File: src/rtl/uart_rx_monitor_if.sv
// Receive-side bus of uart_rx_monitor: serial input, FWFT FIFO read port,
// status and sticky error flags. The slave modport is the receiver, the
// master modport is whoever drives rx and drains the FIFO.
interface uart_rx_monitor_if #(
  parameter int DATA_BITS  = 8,
  parameter int FIFO_DEPTH = 16
);
  logic                          rx;
  logic                          rd_en;
  logic                          clear_err;
  logic [DATA_BITS-1:0]          rd_data;
  logic                          rd_valid;
  logic                          full;
  logic [$clog2(FIFO_DEPTH):0]   count;
  logic                          busy;
  logic                          frame_err;
  logic                          parity_err;
  logic                          overrun;

  modport slave (
    input  rx, rd_en, clear_err,
    output rd_data, rd_valid, full, count, busy, frame_err, parity_err, overrun
  );

  modport master (
    output rx, rd_en, clear_err,
    input  rd_data, rd_valid, full, count, busy, frame_err, parity_err, overrun
  );
endinterface

File: src/rtl/uart_rx_monitor.sv
// uart_rx_monitor: mid-bit sampling UART receiver feeding a first-word-fall-
// through byte FIFO, with sticky frame/parity/overrun flags.
// Optional build macro UART_RX_MON_DISPLAY_EN adds a simulation-only block
// that prints received bytes and error events; outputs are unaffected.
module uart_rx_monitor #(
  parameter int CLK_DIV    = 106,
  parameter int DATA_BITS  = 8,
  parameter int PARITY     = 0,
  parameter int STOP_BITS  = 1,
  parameter int FIFO_DEPTH = 16
) (
  input  logic              clk,
  input  logic              reset,
  uart_rx_monitor_if.slave  bus
);

  localparam int CNT_W = $clog2(CLK_DIV);
  localparam int AW    = $clog2(FIFO_DEPTH);
  localparam int CW    = AW + 1;

  localparam logic [CNT_W-1:0] HALF_LAST = CNT_W'(CLK_DIV / 2 - 1);
  localparam logic [CNT_W-1:0] FULL_LAST = CNT_W'(CLK_DIV - 1);
  localparam logic [3:0]       DATA_LAST = 4'(DATA_BITS - 1);
  localparam logic [3:0]       STOP_LAST = 4'(STOP_BITS - 1);
  localparam logic [CW-1:0]    DEPTH_CNT = CW'(FIFO_DEPTH);

  typedef enum logic [2:0] {
    S_IDLE,
    S_START,
    S_DATA,
    S_PARITY,
    S_STOP,
    S_BREAK
  } state_t;

  // Synchroniser and edge history
  logic sync1, sync2, rx_prev;
  logic rx_s;

  // Frame FSM
  state_t               state, state_n;
  logic [CNT_W-1:0]     div_cnt, div_n;
  logic [3:0]           bit_cnt, bit_n;
  logic [DATA_BITS-1:0] shift, shift_n;
  logic                 perr_q, perr_n;
  logic                 ferr_q, ferr_n;
  logic                 push_req, frame_ev, parity_ev;

  // FIFO
  logic [DATA_BITS-1:0] mem [FIFO_DEPTH];
  logic [AW-1:0]        wr_ptr, rd_ptr;
  logic [CW-1:0]        count_q;
  logic                 pop, push, overrun_ev, fifo_full;

  assign rx_s = sync2;

  // Two-flop synchroniser plus one history flop for falling-edge detect;
  // all preset high so reset never manufactures a start edge.
  always_ff @(posedge clk) begin
    // NOTE: clocked state always uses non-blocking assignments so every flop
    // samples the pre-edge values regardless of statement order.
    if (reset) begin
      sync1   <= 1'b1;
      sync2   <= 1'b1;
      rx_prev <= 1'b1;
    end else begin
      sync1   <= bus.rx;
      sync2   <= sync1;
      rx_prev <= sync2;
    end
  end

  // FSM state, bit timing and shift register.
  always_ff @(posedge clk) begin
    if (reset) begin
      state   <= S_IDLE;
      div_cnt <= '0;
      bit_cnt <= '0;
      shift   <= '0;
      perr_q  <= 1'b0;
      ferr_q  <= 1'b0;
    end else begin
      state   <= state_n;
      div_cnt <= div_n;
      bit_cnt <= bit_n;
      shift   <= shift_n;
      perr_q  <= perr_n;
      ferr_q  <= ferr_n;
    end
  end

  // Next-state logic: sample the line once per bit and flag completion.
  always_comb begin
    // NOTE: every output of this block gets a default first; a path that
    // leaves one unassigned would otherwise infer a latch.
    state_n   = state;
    div_n     = div_cnt + 1'b1;
    bit_n     = bit_cnt;
    shift_n   = shift;
    perr_n    = perr_q;
    ferr_n    = ferr_q;
    push_req  = 1'b0;
    frame_ev  = 1'b0;
    parity_ev = 1'b0;

    unique case (state)
      S_IDLE: begin
        div_n  = '0;
        bit_n  = '0;
        perr_n = 1'b0;
        ferr_n = 1'b0;
        if (rx_prev && !rx_s) state_n = S_START;
      end

      S_START: begin
        if (div_cnt == HALF_LAST) begin
          div_n   = '0;
          // A start bit that is high again at mid-bit was a glitch.
          state_n = rx_s ? S_IDLE : S_DATA;
        end
      end

      S_DATA: begin
        if (div_cnt == FULL_LAST) begin
          div_n   = '0;
          shift_n = {rx_s, shift[DATA_BITS-1:1]};
          if (bit_cnt == DATA_LAST) begin
            bit_n   = '0;
            state_n = (PARITY != 0) ? S_PARITY : S_STOP;
          end else begin
            bit_n = bit_cnt + 1'b1;
          end
        end
      end

      S_PARITY: begin
        if (div_cnt == FULL_LAST) begin
          div_n   = '0;
          // Odd parity needs an odd total of ones, even parity an even one.
          perr_n  = (PARITY == 1) ? ~((^shift) ^ rx_s) : ((^shift) ^ rx_s);
          state_n = S_STOP;
        end
      end

      S_STOP: begin
        if (div_cnt == FULL_LAST) begin
          div_n = '0;
          if (bit_cnt == STOP_LAST) begin
            bit_n     = '0;
            frame_ev  = ferr_q | ~rx_s;
            parity_ev = perr_q;
            push_req  = ~(ferr_q | ~rx_s) & ~perr_q;
            state_n   = (ferr_q | ~rx_s) ? S_BREAK : S_IDLE;
          end else begin
            ferr_n = ferr_q | ~rx_s;
            bit_n  = bit_cnt + 1'b1;
          end
        end
      end

      S_BREAK: begin
        // Wait out a held-low line so it yields a single frame error.
        div_n = '0;
        if (rx_s) state_n = S_IDLE;
      end

      default: state_n = S_IDLE;
    endcase
  end

  assign fifo_full  = (count_q == DEPTH_CNT);
  assign pop        = bus.rd_en && (count_q != '0);
  assign push       = push_req && (!fifo_full || bus.rd_en);
  assign overrun_ev = push_req && fifo_full && !bus.rd_en;

  // FIFO storage; written only, never cleared.
  always_ff @(posedge clk) begin
    // NOTE: the array has no reset on purpose: entries are only readable
    // once written, and rd_data is forced to zero while the FIFO is empty.
    if (push) mem[wr_ptr] <= shift;
  end

  // FIFO pointers and occupancy.
  always_ff @(posedge clk) begin
    if (reset) begin
      wr_ptr  <= '0;
      rd_ptr  <= '0;
      count_q <= '0;
    end else begin
      if (push) wr_ptr <= wr_ptr + 1'b1;
      if (pop)  rd_ptr <= rd_ptr + 1'b1;
      unique case ({push, pop})
        2'b10:   count_q <= count_q + 1'b1;
        2'b01:   count_q <= count_q - 1'b1;
        default: count_q <= count_q;
      endcase
    end
  end

  // Sticky error flags; a set event outranks clear_err.
  always_ff @(posedge clk) begin
    if (reset) begin
      bus.frame_err  <= 1'b0;
      bus.parity_err <= 1'b0;
      bus.overrun    <= 1'b0;
    end else begin
      if (frame_ev)           bus.frame_err <= 1'b1;
      else if (bus.clear_err) bus.frame_err <= 1'b0;
      if (parity_ev)          bus.parity_err <= 1'b1;
      else if (bus.clear_err) bus.parity_err <= 1'b0;
      if (overrun_ev)         bus.overrun <= 1'b1;
      else if (bus.clear_err) bus.overrun <= 1'b0;
    end
  end

  assign bus.rd_valid = (count_q != '0);
  assign bus.rd_data  = bus.rd_valid ? mem[rd_ptr] : '0;
  assign bus.full     = fifo_full;
  assign bus.count    = count_q;
  assign bus.busy     = (state != S_IDLE);

`ifdef UART_RX_MON_DISPLAY_EN
  // Simulation-only trace of received bytes and error events.
  always @(posedge clk) begin
    if (!reset) begin
      if (push) begin
        if (int'(shift) >= 32 && int'(shift) < 127)
          $display("uart_rx_monitor: '%c'", shift);
        else
          $display("uart_rx_monitor: %d", shift);
      end
      if (frame_ev)   $display("uart_rx_monitor: frame error at %0t", $time);
      if (parity_ev)  $display("uart_rx_monitor: parity error at %0t", $time);
      if (overrun_ev) $display("uart_rx_monitor: overrun at %0t", $time);
    end
  end
`else
  // No trace logic in the synthesis build.
`endif

endmodule

File: src/flat_wrapper.sv
// flat-port wrapper written by rule: the top's interface ports become plain ports
module uart_rx_monitor_flat 
#(
  parameter int CLK_DIV    = 106,
  parameter int DATA_BITS  = 8,
  parameter int PARITY     = 0,
  parameter int STOP_BITS  = 1,
  parameter int FIFO_DEPTH = 16
)
  (clk, reset, bus_rx, bus_rd_en, bus_clear_err, bus_rd_data, bus_rd_valid, bus_full, bus_count, bus_busy, bus_frame_err, bus_parity_err, bus_overrun);
  uart_rx_monitor_if #(.DATA_BITS(DATA_BITS), .FIFO_DEPTH(FIFO_DEPTH)) bus_i ();
  input  logic clk;
  input  logic reset;
  input wire logic [$bits(bus_i.rx)-1:0] bus_rx;
  input wire logic [$bits(bus_i.rd_en)-1:0] bus_rd_en;
  input wire logic [$bits(bus_i.clear_err)-1:0] bus_clear_err;
  output wire logic [$bits(bus_i.rd_data)-1:0] bus_rd_data;
  output wire logic [$bits(bus_i.rd_valid)-1:0] bus_rd_valid;
  output wire logic [$bits(bus_i.full)-1:0] bus_full;
  output wire logic [$bits(bus_i.count)-1:0] bus_count;
  output wire logic [$bits(bus_i.busy)-1:0] bus_busy;
  output wire logic [$bits(bus_i.frame_err)-1:0] bus_frame_err;
  output wire logic [$bits(bus_i.parity_err)-1:0] bus_parity_err;
  output wire logic [$bits(bus_i.overrun)-1:0] bus_overrun;
  assign bus_i.rx = bus_rx;
  assign bus_i.rd_en = bus_rd_en;
  assign bus_i.clear_err = bus_clear_err;
  assign bus_rd_data = bus_i.rd_data;
  assign bus_rd_valid = bus_i.rd_valid;
  assign bus_full = bus_i.full;
  assign bus_count = bus_i.count;
  assign bus_busy = bus_i.busy;
  assign bus_frame_err = bus_i.frame_err;
  assign bus_parity_err = bus_i.parity_err;
  assign bus_overrun = bus_i.overrun;
  uart_rx_monitor #(.CLK_DIV(CLK_DIV), .DATA_BITS(DATA_BITS), .PARITY(PARITY), .STOP_BITS(STOP_BITS), .FIFO_DEPTH(FIFO_DEPTH)) u_core (.clk(clk), .reset(reset), .bus(bus_i));
endmodule
File: config.mk
export PLATFORM = sky130hd
export DESIGN_NAME = uart_rx_monitor_flat
export DESIGN_NICKNAME = d
export VERILOG_FILES = /design/src/rtl/uart_rx_monitor_if.sv /design/src/rtl/uart_rx_monitor.sv /design/src/flat_wrapper.sv
export SDC_FILE = /design/constraint.sdc
export NUM_CORES = 1
export LEC_CHECK = 0
export ABC_AREA = 1
export CORE_MARGIN = 2
export CORE_UTILIZATION = 35
export DETAILED_ROUTE_END_ITERATION = 8
export SLEW_MARGIN = 20
export SYNTH_ARGS = -nofsm -noshare
export SYNTH_HDL_FRONTEND = slang
export SYNTH_SLANG_ARGS = --single-unit
export TNS_END_PERCENT = 50
File: constraint.sdc
create_clock -name clk -period 4.95 [get_ports clk]
set_input_delay 0.7425 -clock clk [delete_from_list [all_inputs] [get_ports clk]]
set_output_delay 0.7425 -clock clk [all_outputs]
set_load 0.02 [all_outputs]
==> summary.md <==
| Metric | Value |
|---|---|
| Kind of critical path | `reg2out` |
| Worst path required time | `4.21 ns` |
| Setup bufs post-CTS | `0` |
| Final TNS setup | `0 ns` |
| CTS H-tree depth | `4` |
| Worst-Margin Slew | `1.04 ns` |
| Distinct cells, synth | `37` |
| Ys Warns | `0` |
| Synth Area per Inst | `9.82 um^2` |
| Power Dens Cells | `502 nW/um^2` |
| Synth Flop Type | `edfxtp_1` |
| Ant diodes | `0` |
| WP data arrival | `3.20 ns` |
| Crit path cell chain | `clkinv_1 > nand3_1 > nand3_1 > a21oi_1 > o21a_1 > clkdlybuf4s50_1` |
| Synth cell count leaders | `212 x nand2_1, 128 x edfxtp_1, 120 x nand3_1` |
| Largest net degree at the start of global routing | `65` |
| Max Freq | `253 MHz` |
| # resized after CTS | `0` |
| Top post-synthesis cells by area | `edfxtp_1 50%, dfxtp_1 12%, nand2_1 10%` |
| Slew Limit Fails | `0` |
| IO Pins | `24` |
| Final hold viol count | `0` |
| Number of clock sinks | `175` |
| Status | `finished clean` |
| Fraction of layout cells with a size suffix above 1 | `0.0889` |
| First-pass detailed-route iteration total | `5` |
| Die Y-Extent | `153 um` |
| Final setup vio count | `0` |
| Reg2Reg Capture Point | `u_core.bus.count[4]` |
| Hold Buf Count CTS | `0` |
| Endpoint type of the worst setup path | `primary output` |
| Max Buffers Root-to-Sink | `2` |
| Hpwl dp | `10800 um` |
| Syn Nets | `808` |
| Hold EP | `u_core.rx_s` |
| Clk pin slew, worst setup/hold paths | `0.06 ns` |
| Grt total ovfl | `0` |
| Peak VDD IR | `0.323 mV` |
| Inserted Clock Buffers | `17` |
| DR WL/cell | `15.6 um` |
| Num rows | `54` |
| Clk_skew | `0.0105 ns` |
| Lkg Pwr | `3.53 nW` |
| Slowest Stage Delay on Critical Path | `0.82 ns` |
| Buffers & Inverters on Critical Path | `2` |
| Worst r2r src | `u_core.div_cnt[0]` |
| Vias in the first global route | `5063` |
| Final std cells w/o fill | `1101` |
| Async set-reset flop share out of synthesis | `0` |
| Hold depth | `1` |
| MaxCap Viol Count | `0` |
| Setup slack, reg-to-reg | `2.24 ns` |
| CTS tree | `yes` |
| Count leader, synth | `nand2_1` |
| Area grow syn2layout | `14.1%` |
| Area leader, netlist | `edfxtp_1` |
| Drt drc | `0` |
| Port bufs | `23` |
| Core area | `21800 um^2` |
| Final min period | `3.95 ns` |
| Count of flip-flops with a built-in enable after synthesis | `128` |
| Post-Syn Instances | `789` |
| Clk Latency, worst-skew pair | `0.43 ns` |
| Global Route Usage Sum | `0.150` |
| Via density | `4.85` |
| Yosys top cell area share | `0.496` |
| Starting DRT DRC Count | `389` |
| Post-Synthesis Cell Area | `7740 um^2` |
| Nets | `827` |
| Final hold slack | `0.420 ns` |
| CP Launch Type | `register` |
| Hold Crit Start | `u_core.sync1` |
| Die Wd | `153 um` |
| Period utilization | `0.797` |
| Slew HR | `0.300` |
| R2R cell count | `19` |
| DR vias | `5345` |
| Antenna violations before repair | `0` |
| RD Place Congestion | `0.824` |
| Die ar. | `23300 um^2` |
| First-pass GRT wire length | `27600 um` |
| CTS root buffer | `clkbuf_16` |
| CP max FO | `32` |
| Number of routed nets with antenna violations | `0` |
| Routed WL | `17100 um` |
| Layout Utilization | `0.406` |
| Post-synthesis register bit count | `175` |
| Initial Util | `0.356` |
| Hold Path Class | `reg2reg` |
| Critical Path Slowest Stage Cell | `clkinv_1` |
| Fillers | `2113` |
| DP Cell Count | `1069` |
| Most common cell type on the critical path | `nand3_1` |
| RSZ-0062 raised after global routing | `no` |
| Sequential area share after synthesis | `0.618` |
| CP top delay family | `buffers and inverters` |
## kinds of logic after synthesis
group / count (synthesis) / share of synthesized area
AND/OR/NAND/NOR: 430 / 0.249
adder cells (fa/ha/maj): 14 / 0.0226
buffers and inverters: 87 / 0.0447
XOR/XNOR: 14 / 0.0158
AO/OA/AOI/OAI: 69 / 0.0498
flip-flops: 175 / 0.618
## flip-flops by register name (all words and copies together) (netlist names), 3 cells and up, named ones only
register          count
u_core.bit_cnt        4
u_core.bus.count      5
u_core.div_cnt        7
u_core.mem          128
u_core.rd_ptr         4
u_core.shift          8
u_core.state          3
u_core.wr_ptr         4
## final cells by class
type	instances	area, um^2	area share
Sequential cell	175	4790	0.542
Multi-Input combinational cell	527	2610	0.296
Clock buffer	19	433	0.0490
Inverter	60	229	0.0259
Clock inverter	13	161	0.0183
Tap cell	280	350	0.0397
Timing Repair Buffer	27	260	0.0295
## stage by stage
step | worst slack (ns) | power, mW | cell area (um^2)
CTS | 1.24 | 4.45 | 8830
detailed placement | 1.73 | 3.09 | 8240
global route | 0.781 | 4.66 | 8830
floorplan | 2.41 | 2.68 | 7740
finish | 1.00 | 4.44 | 8830
global placement | 1.74 | 3.10 | 8240
## layout by cell type, fill, tap and decap left out, types with 4 or more instances in the layout
master and instances:
inv_2 10, ha_1 14, dfxtp_1 46, nand2_1 212, clkdlybuf4s50_1 23, nor2_1 62
a21oi_1 36, xnor2_1 5, nor2_2 9, xor2_1 9, inv_1 47, o21a_1 8
nand2_4 5, buf_4 4, nand3_1 120, edfxtp_1 128, nor3_1 4, o21ai_0 14
clkbuf_16 17, o21ai_1 4
## worst max-delay path by stage
stage | startpoint | end | slack, ns | depth (start not counted)
2_1_floorplan | u_core.bus.count[0] | u_core.bus.count[4] | 2.41 | 18
3_3_place_gp | register | bus_rd_data[2] | 1.74 | 6
3_5_place_dp | bus_rd_en | u_core.bus.count[4] | 1.73 | 17
4_1_cts | register | bus_rd_data[2] | 1.24 | 6
5_1_grt | register | bus_rd_data[7] | 0.78 | 6
6_report | register | bus_rd_data[7] | 1.00 | 6
## power breakdown
group	internal, mW	switching, mW	total (mW)
combinational	0.455	0.931	1.39
clock	0.795	0.561	1.36
sequential	1.62	0.0766	1.69
total	2.87	1.57	4.44
## metal layers
layer / GRT usage / share of wire
met1: 0.215 / 0.49
met2: 0.228 / 0.45
met3: 0.0364 / 0.051
met4: 0.0397 / 0.013
met5: 0 / 0
## worst register-to-register path, delay by kind of cell (launching register included)
family | cells | cell delay [ns]
compound gates | 1 | 0.11
fa+ha+maj | 3 | 0.66
buf+inv | 3 | 0.16
xor+xnor | 1 | 0.20
flops | 1 | 0.40
simple gates | 11 | 1.10
No activity file was read; power rests on OpenSTA's default activity.
